`src/rtl/sensor_acquire_if.sv`:
```
// rtl/sensor_acquire_if.sv - sensor sample inputs and averaged-height result handshake
interface sensor_acquire_if;
  logic [7:0] sensor1;
  logic [7:0] sensor2;
  logic [7:0] sensor3;
  logic [7:0] sensor4;
  logic       start;
  logic [7:0] height;
  logic       height_valid;
  logic       height_ready;
  logic       sensor_err;
  logic [2:0] valid_cnt;
  logic       busy;

  modport master (
    output sensor1, sensor2, sensor3, sensor4, start, height_ready,
    input  height, height_valid, sensor_err, valid_cnt, busy
  );

  modport slave (
    input  sensor1, sensor2, sensor3, sensor4, start, height_ready,
    output height, height_valid, sensor_err, valid_cnt, busy
  );
endinterface

```
`src/rtl/sensor_acquire.sv`:
```
// rtl/sensor_acquire.sv - averages non-zero sensor heights with round-half-up restoring division
// Optional SENSOR_ACQ_STABLE_EN: publish only when two consecutive results agree.
module sensor_acquire (
  input  logic           clk,
  input  logic           rst,
  sensor_acquire_if.slave bus
);

  localparam logic [2:0] ST_IDLE = 3'd0;
  localparam logic [2:0] ST_LOAD = 3'd1;
  localparam logic [2:0] ST_ACC  = 3'd2;
  localparam logic [2:0] ST_DIV  = 3'd3;
  localparam logic [2:0] ST_OUT  = 3'd4;

  logic [2:0]      state;
  logic [3:0][7:0] samples;
  logic [2:0]      acc_idx;
  logic [9:0]      sum;
  logic [2:0]      cnt;
  logic [2:0]      rem;
  logic [9:0]      quo;
  logic [3:0]      div_cnt;
  logic [7:0]      height_r;
  logic            err_r;
  logic [2:0]      vcnt_r;

  logic [7:0]      cur_sample;
  logic [9:0]      dividend;
  logic [12:0]     first_step;
  logic [12:0]     next_step;
  logic            commit;
  logic            publish;
  logic [7:0]      res_h;
  logic            res_e;
  logic [2:0]      res_c;

`ifdef SENSOR_ACQ_STABLE_EN
  logic [7:0]      cand_h;
  logic            cand_e;
  logic [2:0]      cand_c;
  logic            cand_valid;
`endif

  // One restoring-division step: shift the next dividend bit into the
  // remainder, subtract the divisor when it fits and shift in the quotient bit.
  function automatic logic [12:0] div_step(input logic [2:0] r, input logic [9:0] q,
                                           input logic [2:0] d);
    logic [3:0] r2;
    logic       take;
    r2   = {r, q[9]};
    take = (r2 >= {1'b0, d});
    return {(take ? (r2[2:0] - d) : r2[2:0]), q[8:0], take};
  endfunction

  assign cur_sample = samples[acc_idx[1:0]];
  assign dividend   = sum + {8'd0, cnt[2:1]};
  assign first_step = div_step(3'd0, dividend, cnt);
  assign next_step  = div_step(rem, quo, cnt);

  always_comb begin
    commit = 1'b0;
    res_h  = 8'd0;
    res_e  = 1'b0;
    res_c  = 3'd0;
    if (state == ST_ACC && acc_idx[2] && cnt == 3'd0) begin
      commit = 1'b1;
      res_e  = 1'b1;
    end else if (state == ST_DIV && div_cnt == 4'd9) begin
      commit = 1'b1;
      res_h  = next_step[7:0];
      res_c  = cnt;
    end
  end

`ifdef SENSOR_ACQ_STABLE_EN
  assign publish = commit && cand_valid && ({cand_h, cand_e, cand_c} == {res_h, res_e, res_c});
`else
  assign publish = commit;
`endif

  always_ff @(posedge clk) begin
    if (rst) begin
      state    <= ST_IDLE;
      samples  <= '0;
      acc_idx  <= 3'd0;
      sum      <= 10'd0;
      cnt      <= 3'd0;
      rem      <= 3'd0;
      quo      <= 10'd0;
      div_cnt  <= 4'd0;
      height_r <= 8'd0;
      err_r    <= 1'b0;
      vcnt_r   <= 3'd0;
`ifdef SENSOR_ACQ_STABLE_EN
      cand_h     <= 8'd0;
      cand_e     <= 1'b0;
      cand_c     <= 3'd0;
      cand_valid <= 1'b0;
`endif
    end else begin
      case (state)
        ST_IDLE: begin
          if (bus.start) state <= ST_LOAD;
        end
        ST_LOAD: begin
          samples <= {bus.sensor4, bus.sensor3, bus.sensor2, bus.sensor1};
          sum     <= 10'd0;
          cnt     <= 3'd0;
          acc_idx <= 3'd0;
          state   <= ST_ACC;
        end
        ST_ACC: begin
          if (!acc_idx[2]) begin
            if (cur_sample != 8'd0) begin
              sum <= sum + {2'b00, cur_sample};
              cnt <= cnt + 3'd1;
            end
            acc_idx <= acc_idx + 3'd1;
          end else if (cnt != 3'd0) begin
            // The exit edge already performs the first of the ten division steps.
            {rem, quo} <= first_step;
            div_cnt    <= 4'd1;
            state      <= ST_DIV;
          end
        end
        ST_DIV: begin
          {rem, quo} <= next_step;
          div_cnt    <= div_cnt + 4'd1;
        end
        ST_OUT: begin
          if (bus.height_ready) begin
            state <= ST_IDLE;
`ifdef SENSOR_ACQ_STABLE_EN
            cand_valid <= 1'b0;
`endif
          end
        end
        default: state <= ST_IDLE;
      endcase

      if (publish) begin
        height_r <= res_h;
        err_r    <= res_e;
        vcnt_r   <= res_c;
        state    <= ST_OUT;
      end
`ifdef SENSOR_ACQ_STABLE_EN
      // A retry re-captures the sensors on this edge and goes straight to accumulation.
      else if (commit) begin
        cand_h     <= res_h;
        cand_e     <= res_e;
        cand_c     <= res_c;
        cand_valid <= 1'b1;
        samples    <= {bus.sensor4, bus.sensor3, bus.sensor2, bus.sensor1};
        sum        <= 10'd0;
        cnt        <= 3'd0;
        acc_idx    <= 3'd0;
        state      <= ST_ACC;
      end
`endif
    end
  end

  assign bus.height       = height_r;
  assign bus.height_valid = (state == ST_OUT);
  assign bus.sensor_err   = err_r;
  assign bus.valid_cnt    = vcnt_r;
  assign bus.busy         = (state != ST_IDLE);

endmodule
```
`src/flat_wrapper.sv`:
```
// flat-port wrapper written by rule: the top's interface ports become plain ports
module sensor_acquire_flat 
  (clk, rst, bus_sensor1, bus_sensor2, bus_sensor3, bus_sensor4, bus_start, bus_height_ready, bus_height, bus_height_valid, bus_sensor_err, bus_valid_cnt, bus_busy);
  sensor_acquire_if bus_i ();
  input  logic clk;
  input  logic rst;
  input wire logic [$bits(bus_i.sensor1)-1:0] bus_sensor1;
  input wire logic [$bits(bus_i.sensor2)-1:0] bus_sensor2;
  input wire logic [$bits(bus_i.sensor3)-1:0] bus_sensor3;
  input wire logic [$bits(bus_i.sensor4)-1:0] bus_sensor4;
  input wire logic [$bits(bus_i.start)-1:0] bus_start;
  input wire logic [$bits(bus_i.height_ready)-1:0] bus_height_ready;
  output wire logic [$bits(bus_i.height)-1:0] bus_height;
  output wire logic [$bits(bus_i.height_valid)-1:0] bus_height_valid;
  output wire logic [$bits(bus_i.sensor_err)-1:0] bus_sensor_err;
  output wire logic [$bits(bus_i.valid_cnt)-1:0] bus_valid_cnt;
  output wire logic [$bits(bus_i.busy)-1:0] bus_busy;
  assign bus_i.sensor1 = bus_sensor1;
  assign bus_i.sensor2 = bus_sensor2;
  assign bus_i.sensor3 = bus_sensor3;
  assign bus_i.sensor4 = bus_sensor4;
  assign bus_i.start = bus_start;
  assign bus_i.height_ready = bus_height_ready;
  assign bus_height = bus_i.height;
  assign bus_height_valid = bus_i.height_valid;
  assign bus_sensor_err = bus_i.sensor_err;
  assign bus_valid_cnt = bus_i.valid_cnt;
  assign bus_busy = bus_i.busy;
  sensor_acquire u_core (.clk(clk), .rst(rst), .bus(bus_i));
endmodule
```
`config.mk`:
```
export PLATFORM = sky130hd
export DESIGN_NAME = sensor_acquire_flat
export DESIGN_NICKNAME = d
export VERILOG_FILES = /design/src/rtl/sensor_acquire_if.sv /design/src/rtl/sensor_acquire.sv /design/src/flat_wrapper.sv
export SDC_FILE = /design/constraint.sdc
export NUM_CORES = 1
export LEC_CHECK = 0
export ABC_AREA = 1
export CAP_MARGIN = 10
export CORE_MARGIN = 4
export CORE_UTILIZATION = 50
export CTS_BUF_LIST = sky130_fd_sc_hd__clkbuf_8
export CTS_CLUSTER_DIAMETER = 30
export CTS_CLUSTER_SIZE = 10
export DETAILED_ROUTE_END_ITERATION = 8
export PLACE_DENSITY = 0.79
export SLEW_MARGIN = 20
export SYNTH_ARGS = -nofsm -noshare
export SYNTH_HDL_FRONTEND = slang
export SYNTH_SLANG_ARGS = --single-unit
```
`constraint.sdc`:
```
create_clock -name clk -period 6 [get_ports clk]
set_input_delay 1.5 -clock clk [delete_from_list [all_inputs] [get_ports clk]]
set_output_delay 1.5 -clock clk [all_outputs]
set_load 0.01 [all_outputs]
```
==> key figures, run 1 <==
Status
  – Run status: finished clean

Critical path
  – Nature of the critical path endpoint: primary output
  – Startpoint Class: flop
  – Critical path's slowest cell: clkdlybuf4s50_1
  – Req. time, crit path: about 4.5 ns
  – Crit path from: u_core.state[2]
  – WS Path Type: reg2out
  – CP peak stage delay: 0.58 ns
  – CP max FO: 3
  – CP cell instances: inv_1 > nor3_1 > clkdlybuf4s50_1
  – Worst R2R Start: u_core.acc_idx[0]
  – Worst Path Arrival: about 1.6 ns

Yosys
  – Post-synth EDFFs: 0
  – Yosys reg bits: 80
  – Synth Area in Compound Gates: a little under a fifth
  – Synth Area in Adders: under 10%
  – Top cell type's share of synthesized area: 36.6%
  – Register area share after synthesis: ~37%
  – Yosys cell types: 38
  – Biggest area consumer among synthesized cells: dfxtp_1
  – Area share of xor/xnor cells in the synthesized design: under 10%
  – Largest cells by area after synthesis: dfxtp_1, nand2_1, a21oi_1
  – Syn. warnings: 0
  – Mapped Nets: approximately 670
  – Synthesized area per cell: ~7.1 µm²
  – Ys async rst share: 0%
  – Synthesized instance count: just over 600
  – Synth Cell Area: 4370 µm²
  – Ys flop type: dfxtp_1
  – Post-synth top cells: nand2_1, dfxtp_1, inv_1
  – Simple-gate portion of the synthesized area: about a quarter
  – Largest family of logic cells by synthesized area: simple AND/OR/NAND/NOR gates
  – Mux cell area share after synthesis: 0%
  – Count leader, synth: nand2_1

Power and ir drop
  – Power Total: between 1.5 and 2 mW
  – Flop pwr share: between 40% and 50%
  – P_leak: between 2 and 2.5 nW
  – Sw frac: 40.5%
  – VDD IR max: between 150 and 200 µV
  – Pwr Density: 363 nW/µm²
  – Clk network pwr share: 21.2%
  – Gate power share: around 38%
  – Pint: roughly 1.1 mW
  – Sw Pwr: ~740 µW

Timing
  – Worst Tran Pin Value: approximately 0.77 ns
  – Max Slew Vio Count: 0
  – TNS Setup: 0 ns
  – Min Tclk post-route: approximately 3.1 ns
  – Period utilisation layout: 52.0%
  – Clk_skew: 0.0158 ns
  – Normalized max-slew margin: roughly 50%
  – Final setup vio count: 0
  – Achievable Freq: roughly 320 MHz
  – Final-report hold violation count: 0
  – Unrepaired setup endpoints after global routing: false

Clocking
  – Number of buffers added for setup after CTS: 0
  – Clk root buf: clkbuf_8
  – Num CTS Buffers: 9
  – H-tree depth: 3
  – # resized after CTS: 0
  – Clock transition at path regs: 0.09 ns
  – Hold-fix buffers, CTS: 0
  – Worst-skew pair later-pin latency: around 0.36 ns
  – CTS tree: yes
  – Sink Count: 80
  – CTS max path bufs: 2

Die
  – # IOs: 50
  – Die area: about 10,000 µm²
  – # rows: 33
  – Area of the core: 8340 µm²
  – Die Span Y: roughly 100 µm
  – Die X: a little over 100 µm
  – Initial core utilization: 52.4%

Layout
  – Ant. Diodes: 0
  – Fillers: between 700 and 800
  – Final nets: between 700 and 800
  – Final non-filler cell total: around 760
  – Share of layout cells above drive strength 1: about a tenth
  – Final Util: between 60% and 70%
  – Area growth syn-to-layout: 15.7%

Global routing
  – Initial antenna violation count: 0
  – Pin count of the biggest net entering global routing: 69
  – Vias in the first global route: approximately 3,700
  – GR Util All Layers: roughly 20%
  – Remaining Overflow, GRT: 0
  – First-pass GRT wire length: about 17,000 µm

Routing
  – First-iteration detailed-routing DRC count: around 180
  – Residual DRC count: 0
  – Routed WL per cell: 13.0 µm
  – ANT nets after route: 0
  – First drt pass iteration count: 5
  – Final wirelength: roughly 9800 µm
  – Via Count: between 4,000 and 5,000
  – Via-to-Cell Ratio: about 5.3

Placement
  – Hpwl dp: around 7200 µm
  – Dpl cells: between 700 and 800
  – GPL Wtd Cong: roughly 0.83
  – IO Port Bufs: 49

Worst hold path
  – Min-delay worst type: reg2reg
  – Hold wc startpoint: u_core.samples[9]

Job
  – Max-cap violations: 0
-- worst max-delay path, delay by kind of cell (launching register included) --
| family | cells | cell delay, ns |
|---|---|---|
| DFF | 1 | 0.36 |
| and+or+nand+nor | 1 | 0.21 |
| buffers and inverters | 2 | 0.68 |
-- placed cells by master, fill, tap and decap left out, types with 3 or more instances in the layout --
master,count
xor2_1,5
inv_1,78
o21ai_0,54
nand3_1,51
nor3_1,3
fa_1,3
a21oi_1,67
ha_1,20
nand2_2,17
nor2_1,34
inv_2,3
or2_2,3
a211oi_1,3
clkdlybuf4s50_1,49
nor2_2,4
nand2_1,120
a21oi_2,9
nand3_2,3
clkbuf_8,12
xnor2_1,5
o211ai_1,3
o31ai_1,4
dfxtp_1,80
-- path summary, 6_finish.rpt --
path,endpoint,slack (ns),cells after the start
min,u_core.samples[9],0.45,2
max reg2reg,u_core.sum[8],3.11,15
max,bus_height_valid,2.88,3
min reg2reg,u_core.samples[9],0.45,2
-- metrics by stage --
stage,cell area [µm²],hold WS [ns],setup slack (ns)
after detailed placement,4860,0.434,2.55
after global placement,4860,0.429,2.63
after CTS,5050,0.452,2.87
after floorplan,4370,0.424,3.69
final,5060,0.449,2.88
after global routing,5060,0.469,2.75
-- power by group through the flow --
stage                     Combinational, mW  Sequential, mW  Clock, mW
after global placement                0.660           0.756          0
after global routing                  0.797           0.770      0.415
final                                 0.693           0.753      0.389
after CTS                             0.693           0.751      0.393
after detailed placement              0.688           0.762          0
after floorplan                       0.597           0.719          0
-- cell type report --
type	count	area [µm²]	share of cell area [%]
Clock buffer	12	165	3.27
Clock inverter	4	27.5	0.544
Inverter	82	313	6.19
Multi-Input combinational cell	422	2310	45.7
Sequential cell	80	1600	31.7
Tap cell	105	131	2.60
Timing Repair Buffer	51	505	10.0
-- layer usage --
layer  global-route usage, %  part of all wire, %  vias up  routed length (µm)
li1                        -                    -     2056                   -
met2                    36.1                   50      107                4890
met5                       0                    0        -                   0
met4                    9.30                  2.7        0                 262
met3                    3.24                  4.5       21                 437
met1                    23.0                   43     1824                4230
-- cells by family (layout without fill, tap and decap cells) --
family	count (synthesis)	after routing
flops	80	80
compound gates	145	145
xor+xnor	10	10
simple gates	244	244
buf+inv	111	149
fa+ha+maj	23	23
-- registers in the layout (all words and copies together), names as in the netlist --
name	flops
u_core.acc_idx	3
u_core.bus.height	8
u_core.bus.sensor_err	1
u_core.bus.valid_cnt	3
u_core.cnt	3
u_core.div_cnt	4
u_core.quo	10
u_core.rem	3
u_core.samples	32
u_core.state	3
u_core.sum	10
No activity file was read; power rests on OpenSTA's default activity.
==> inputs of run 2 (changes only) <==
--- a/config.mk
+++ b/config.mk
@@ -13,7 +13,7 @@
 export CTS_CLUSTER_DIAMETER = 30
 export CTS_CLUSTER_SIZE = 10
 export DETAILED_ROUTE_END_ITERATION = 8
-export PLACE_DENSITY = 0.79
+export PLACE_DENSITY = 0.82
 export SLEW_MARGIN = 20
 export SYNTH_ARGS = -nofsm -noshare
 export SYNTH_HDL_FRONTEND = slang
==> constraint.sdc (replaced) <==
create_clock -name clk -period 2.8 [get_ports clk]
set_input_delay 0.7 -clock clk [delete_from_list [all_inputs] [get_ports clk]]
set_output_delay 0.7 -clock clk [all_outputs]
set_load 0.01 [all_outputs]
==> key figures, run 2 (synthesized netlist as in run 1, its figures left out) <==
Timing
  – Min Tclk post-route: 2.57 ns
  – Period utilisation layout: 91.9%
  – Worst Tran Pin Value: 0.762 ns (was 0.769 ns)
  – TNS Setup: 0 ns (unchanged)
  – Clk_skew: 0.00948 ns (was 0.0158 ns)
  – Max Slew Vio Count: 0 (unchanged)
  – Unrepaired setup endpoints after global routing: false (unchanged)
  – Normalized max-slew margin: 49.0% (was 48.7%)
  – Achievable Freq: 389 MHz
  – Post-route setup slack: 0.227 ns (was 2.88 ns)
  – Final setup vio count: 0 (unchanged)
  – Final-report hold violation count: 0 (unchanged)

Global routing
  – Initial antenna violation count: 0 (unchanged)
  – Remaining Overflow, GRT: 0 (unchanged)
  – Pin count of the biggest net entering global routing: 68 (was 69)
  – Vias in the first global route: 3,837 (was 3,746)
  – First-pass GRT wire length: 16,900 µm (was 16,600 µm)
  – GR Util All Layers: 20.1% (was 20.0%)
  – Met1 usage: 23.6% (was 23.0%)
  – Met3 usage: 4.27% (was 3.24%)
  – Grt peak-use layer: met2 (unchanged)
  – Met2 Track Usage GR: 34.8% (was 36.1%)

Placement
  – Dpl cells: 748 (was 740)
  – Post-DP Area: 4920 µm² (was 4860 µm²)
  – Hpwl dp: 7300 µm (was 7180 µm)
  – IO Port Bufs: 49 (unchanged)
  – GPL Wtd Cong: 0.951 (was 0.835)
  – Post-Place Worst Slack: 0.329 ns (was 2.55 ns)

Worst hold path
  – Hold path depth: 2 (unchanged)
  – Min-delay worst type: reg2reg (unchanged)

Routing
  – Routed WL per cell: 12.7 µm (was 13.0 µm)
  – Via-to-Cell Ratio: 5.21 (was 5.30)
  – Via Count: 3,981 (was 4,008)
  – First-iteration detailed-routing DRC count: 173 (was 182)
  – ANT nets after route: 0 (unchanged)
  – Residual DRC count: 0 (unchanged)
  – Final wirelength: 9740 µm (was 9820 µm)
  – First drt pass iteration count: 4 (was 5)

Critical path
  – Startpoint Class: flop (unchanged)
  – CP max FO: 4 (was 3)
  – Worst Path Arrival: 2.82 ns (was 1.62 ns)
  – R2R Setup Slk: 0.23 ns (was 3.11 ns)
  – WS Path Type: reg2reg (was reg2out)
  – Req. time, crit path: 3.05 ns (was 4.50 ns)
  – Nature of the critical path endpoint: flop (was primary output)
  – Worst Reg-to-Reg Cells: 14 (was 15)

Clocking
  – Num CTS Buffers: 9 (unchanged)
  – Clk root buf: clkbuf_8 (unchanged)
  – CTS max path bufs: 2 (unchanged)
  – # resized after CTS: 0 (unchanged)
  – Worst-skew pair later-pin latency: 0.36 ns (about the same)
  – Number of buffers added for setup after CTS: 0 (unchanged)
  – H-tree depth: 3 (unchanged)
  – Sink Count: 80 (unchanged)
  – CTS tree: yes (unchanged)
  – Hold-fix buffers, CTS: 0 (unchanged)
  – Clock transition at path regs: 0.08 ns (was 0.09 ns)

Layout
  – Max reg flops: 32 (unchanged)
  – Area growth syn-to-layout: 16.6% (was 15.7%)
  – Commonest cells after routing, fill and taps aside: nand2_1, dfxtp_1, inv_1 (unchanged)
  – Final non-filler cell total: 764 (was 756)
  – Final nets: 713 (was 705)
  – Share of layout cells above drive strength 1: 10.5% (was 9.37%)
  – Final instance area: 5100 µm² (was 5060 µm²)
  – Biggest registers after layout: u_core.samples x32, u_core.quo x10, u_core.sum x10 (unchanged)
  – Reg with most FFs: u_core.samples (unchanged)
  – Ant. Diodes: 0 (unchanged)
  – Most common cell after layout, fill and taps aside: nand2_1 (unchanged)
  – Fillers: 740 (was 755)

Die
  – Area of the core: 8340 µm² (unchanged)
  – Die Span Y: 101 µm (unchanged)
  – Die area: 10,300 µm² (unchanged)
  – # rows: 33 (unchanged)
  – # IOs: 50 (unchanged)
  – Initial core utilization: 52.4% (unchanged)
  – Die X: 101 µm (unchanged)

Power and ir drop
  – VDD IR max: 385 µV (was 169 µV)
  – P_leak: 2.13 nW (was 2.10 nW)
  – Pwr Density: 768 nW/µm² (was 363 nW/µm²)

Status
  – Run status: finished clean (unchanged)

Job
  – Max-cap violations: 0 (unchanged)
## run 2: changes by cell type in the layout (fill, tap and decap cells not counted), sizes merged
cell	previous run	this run
buf	2	10
clkinvlp	2	3
clkinv	1	2
clkbuf	12	10
## run 2: area by class of cell
type                    instances  area [µm²]  area share (%)
flip-flops and latches         80        1600            31.4
clock inverters                 6        43.8           0.859
inverters                      82         313            6.14
multi-input cells             422        2300            45.2
clock buffers                  10         138            2.70
well taps                     105         131            2.58
repair buffers                 59         566            11.1
## run 2: worst max-delay path: stages (launching register included)
cell and delay [ns]:
dfxtp_1 0.43, ha_1 0.28, a21oi_1 0.20, nor2_1 0.11, nand4_1 0.09, xor2_1 0.23
ha_1 0.29, o211ai_1 0.23, nor2_1 0.10, inv_1 0.09, nor2_1 0.04, nor2_1 0.12
nand2_1 0.09, nor2_1 0.13, nor2_1 0.04
## run 2: where the power goes
group	switching, mW	internal, mW
logic	0.955	0.579
clock network	0.434	0.347
registers	0.212	1.39
total	1.60	2.31
## run 2: stage by stage
stage / power [mW] / hold WS (ns) / utilization, %
after detailed placement: 3.14 / 0.439 / 58.9
after global placement: 3.07 / 0.428 / 58.9
final: 3.92 / 0.451 / 61.1
after floorplan: 2.82 / 0.424 / -
after global routing: 4.23 / 0.473 / 61.1
after CTS: 3.92 / 0.453 / 61.1
## run 2: final timing paths
| kind | start | to |
|---|---|---|
| hold reg to reg | u_core.bus.height[6] | u_core.bus.height[6] |
| setup / recovery | u_core.sum[1] | u_core.rem[0] |
| hold / removal | u_core.bus.height[6] | u_core.bus.height[6] |
| setup reg to reg | u_core.sum[1] | u_core.rem[0] |
## run 2: per-layer routing
layer,share of wire [%],vias up
met5,0,-
met4,2.7,0
met3,4.2,28
met2,49,93
met1,44,1791
li1,-,2069
==> variant: new RTL, settings of run 2 <==
Add a define of `SENSOR_ACQ_STABLE_EN`.
--- a/src/rtl/sensor_acquire.sv
+++ b/src/rtl/sensor_acquire.sv
@@ -1,5 +1,7 @@
 // rtl/sensor_acquire.sv - averages non-zero sensor heights with round-half-up restoring division
 // Optional SENSOR_ACQ_STABLE_EN: publish only when two consecutive results agree.
+`define SENSOR_ACQ_STABLE_EN
+
 module sensor_acquire (
   input  logic           clk,
   input  logic           rst,
Check against the original RTL: not equivalent (a bounded check fails within 10 cycles, from zero or initial values and one cycle with rst high).
==> variant against run 2 <==
  * Clock skew fell by 0.0036 ns
  * Final area is 34% higher
  * Worst setup slack worse by 0.055 ns
  * Area after synthesis grew 38%
  * Clock power up 12%
  * Cell count increased by 49%
  * Register-to-register slack lost 0.03 ns
  * Wire length up 58%
  * Fmax fell by 2.1%
  * Sequential cell count increased by 13
  * Total power increased by 4.9%
  * Sequential power up 4%
  * Via count up 57%
==> variant: results (changes against run 2) <==
| Metric | Value |
|---|---|
| Status | completed (unchanged) |
| Netlist cell types | 37 (was 38) |
| Final wirelength | 15,400 um (was 9740 um) |
| Top post-synthesis cells by area | dfxtp_1 (31%), nand2_1 (17%), o21ai_0 (8.0%) (was dfxtp_1 (37%), nand2_1 (10%), a21oi_1 (7.7%)) |
| Met2 routed WL | 7390 um (was 4740 um) |
| Largest delay share family, worst path | buffers and inverters (was simple AND/OR/NAND/NOR gates) |
| Largest net degree at the start of global routing | 73 (was 68) |
| First-pass GRT wire length | 26,000 um (was 16,900 um) |
| Drt first pass iters | 8 (was 4) |
| Via count | 6,262 (was 3,981) |
| Fillers | 1,126 (was 740) |
| Met3 wire length | 958 um (was 411 um) |
| All-layer global routing usage | 21.9% (was 20.1%) |
| Routed length on met1 | 6830 um (was 4330 um) |
| Post-synth top cells | nand2_1 (279), inv_1 (123), o21ai_0 (96) (was nand2_1 (120), dfxtp_1 (80), inv_1 (77)) |
| Post-Syn Area per Cell | 6.26 um^2 (was 7.13 um^2) |
| Sequential cell area fraction in the yosys report | 30.9% (was 36.6%) |
| Worst hold slack | 0.467 ns (was 0.451 ns) |
| Biggest regs | u_core.samples: 32 flops, u_core.quo: 10 flops, u_core.sum: 10 flops (unchanged) |
| RD Place Congestion | 0.881 (was 0.951) |
| Number of vias per cell | 5.50 (was 5.21) |
| Syn Nets | 1,020 (was 672) |
| LEAKAGE | 2.96 nW (was 2.13 nW) |
| Slowest CP cell | clkdlybuf4s50_1 (was dfxtp_1) |
| Final setup skew | 0.00588 ns (was 0.00948 ns) |
| Vias in the first global route | 5,625 (was 3,837) |
| Drt initial violations | 600 (was 173) |
[variant: changes by cell type after synthesis, sizes merged, moves of 6 or more]
cell | before | now
clkbuf | 19 | 29
buf | 10 | 24
nand4 | 2 | 54
nor2 | 39 | 57
dfxtp | 80 | 93
nand3 | 56 | 62
o21ai | 54 | 97
inv | 81 | 127
nand2 | 138 | 284
[variant: final timing paths]
kind | start | to | slack (ns) | cells after the start
setup / recovery | u_core.state[2] | bus_height_valid | 0.17 | 3
hold / removal | u_core.bus.height[4] | u_core.bus.height[4] | 0.47 | 2
setup reg to reg | u_core.quo[9] | u_core.samples[20] | 0.20 | 15
hold reg to reg | u_core.bus.height[4] | u_core.bus.height[4] | 0.47 | 2
[variant: cell type report]
class / instances / share of cell area (%)
inverter: 129 / 7.09
tap: 143 / 2.62
multi-input combinational: 686 / 49.9
clock buffer: 12 / 2.42
clock inverter: 4 / 0.330
timing repair buffer: 71 / 10.4
sequential: 93 / 27.3
[variant: tightest hold or removal path, cell delays in order (launching register included)]
cell and delay [ns]:
dfxtp_1 0.32, nand2_1 0.06, a21oi_1 0.05
[variant: per-stage QoR]
stage	power [mW]	instance area [um^2]
finish	4.11	6830
floorplan	2.79	6020
global placement	3.19	6640
global route	4.43	6830
detailed placement	3.23	6640
CTS	4.10	6830
[variant: logic make-up (layout without fill, tap and decap cells)]
kind of cell    after synthesis  count (layout)  synth area share, %
compound gates              186             186                 16.2
xor+xnor                      8               8                 1.16
fa+ha+maj                    23              23                 5.16
buf+inv                     182             216                 12.6
flops                        93              93                 30.9
simple gates                469             469                 34.0
[variant: report_power, final]
| group | total, mW | internal, mW | leakage, nW | switching [mW] |
|---|---|---|---|---|
| Clock | 0.873 | 0.392 | 0.104 | 0.481 |
| Combinational | 1.58 | 0.615 | 2.10 | 0.965 |
| Sequential | 1.66 | 1.50 | 0.753 | 0.157 |
| Total | 4.11 | 2.51 | 2.96 | 1.60 |
[variant: layer usage]
layer | GRT usage, % | vias to the layer above
li1 | - | 3194
met1 | 28.7 | 2815
met2 | 37.5 | 230
met3 | 3.65 | 23
met4 | 5.42 | 0
met5 | 0 | -
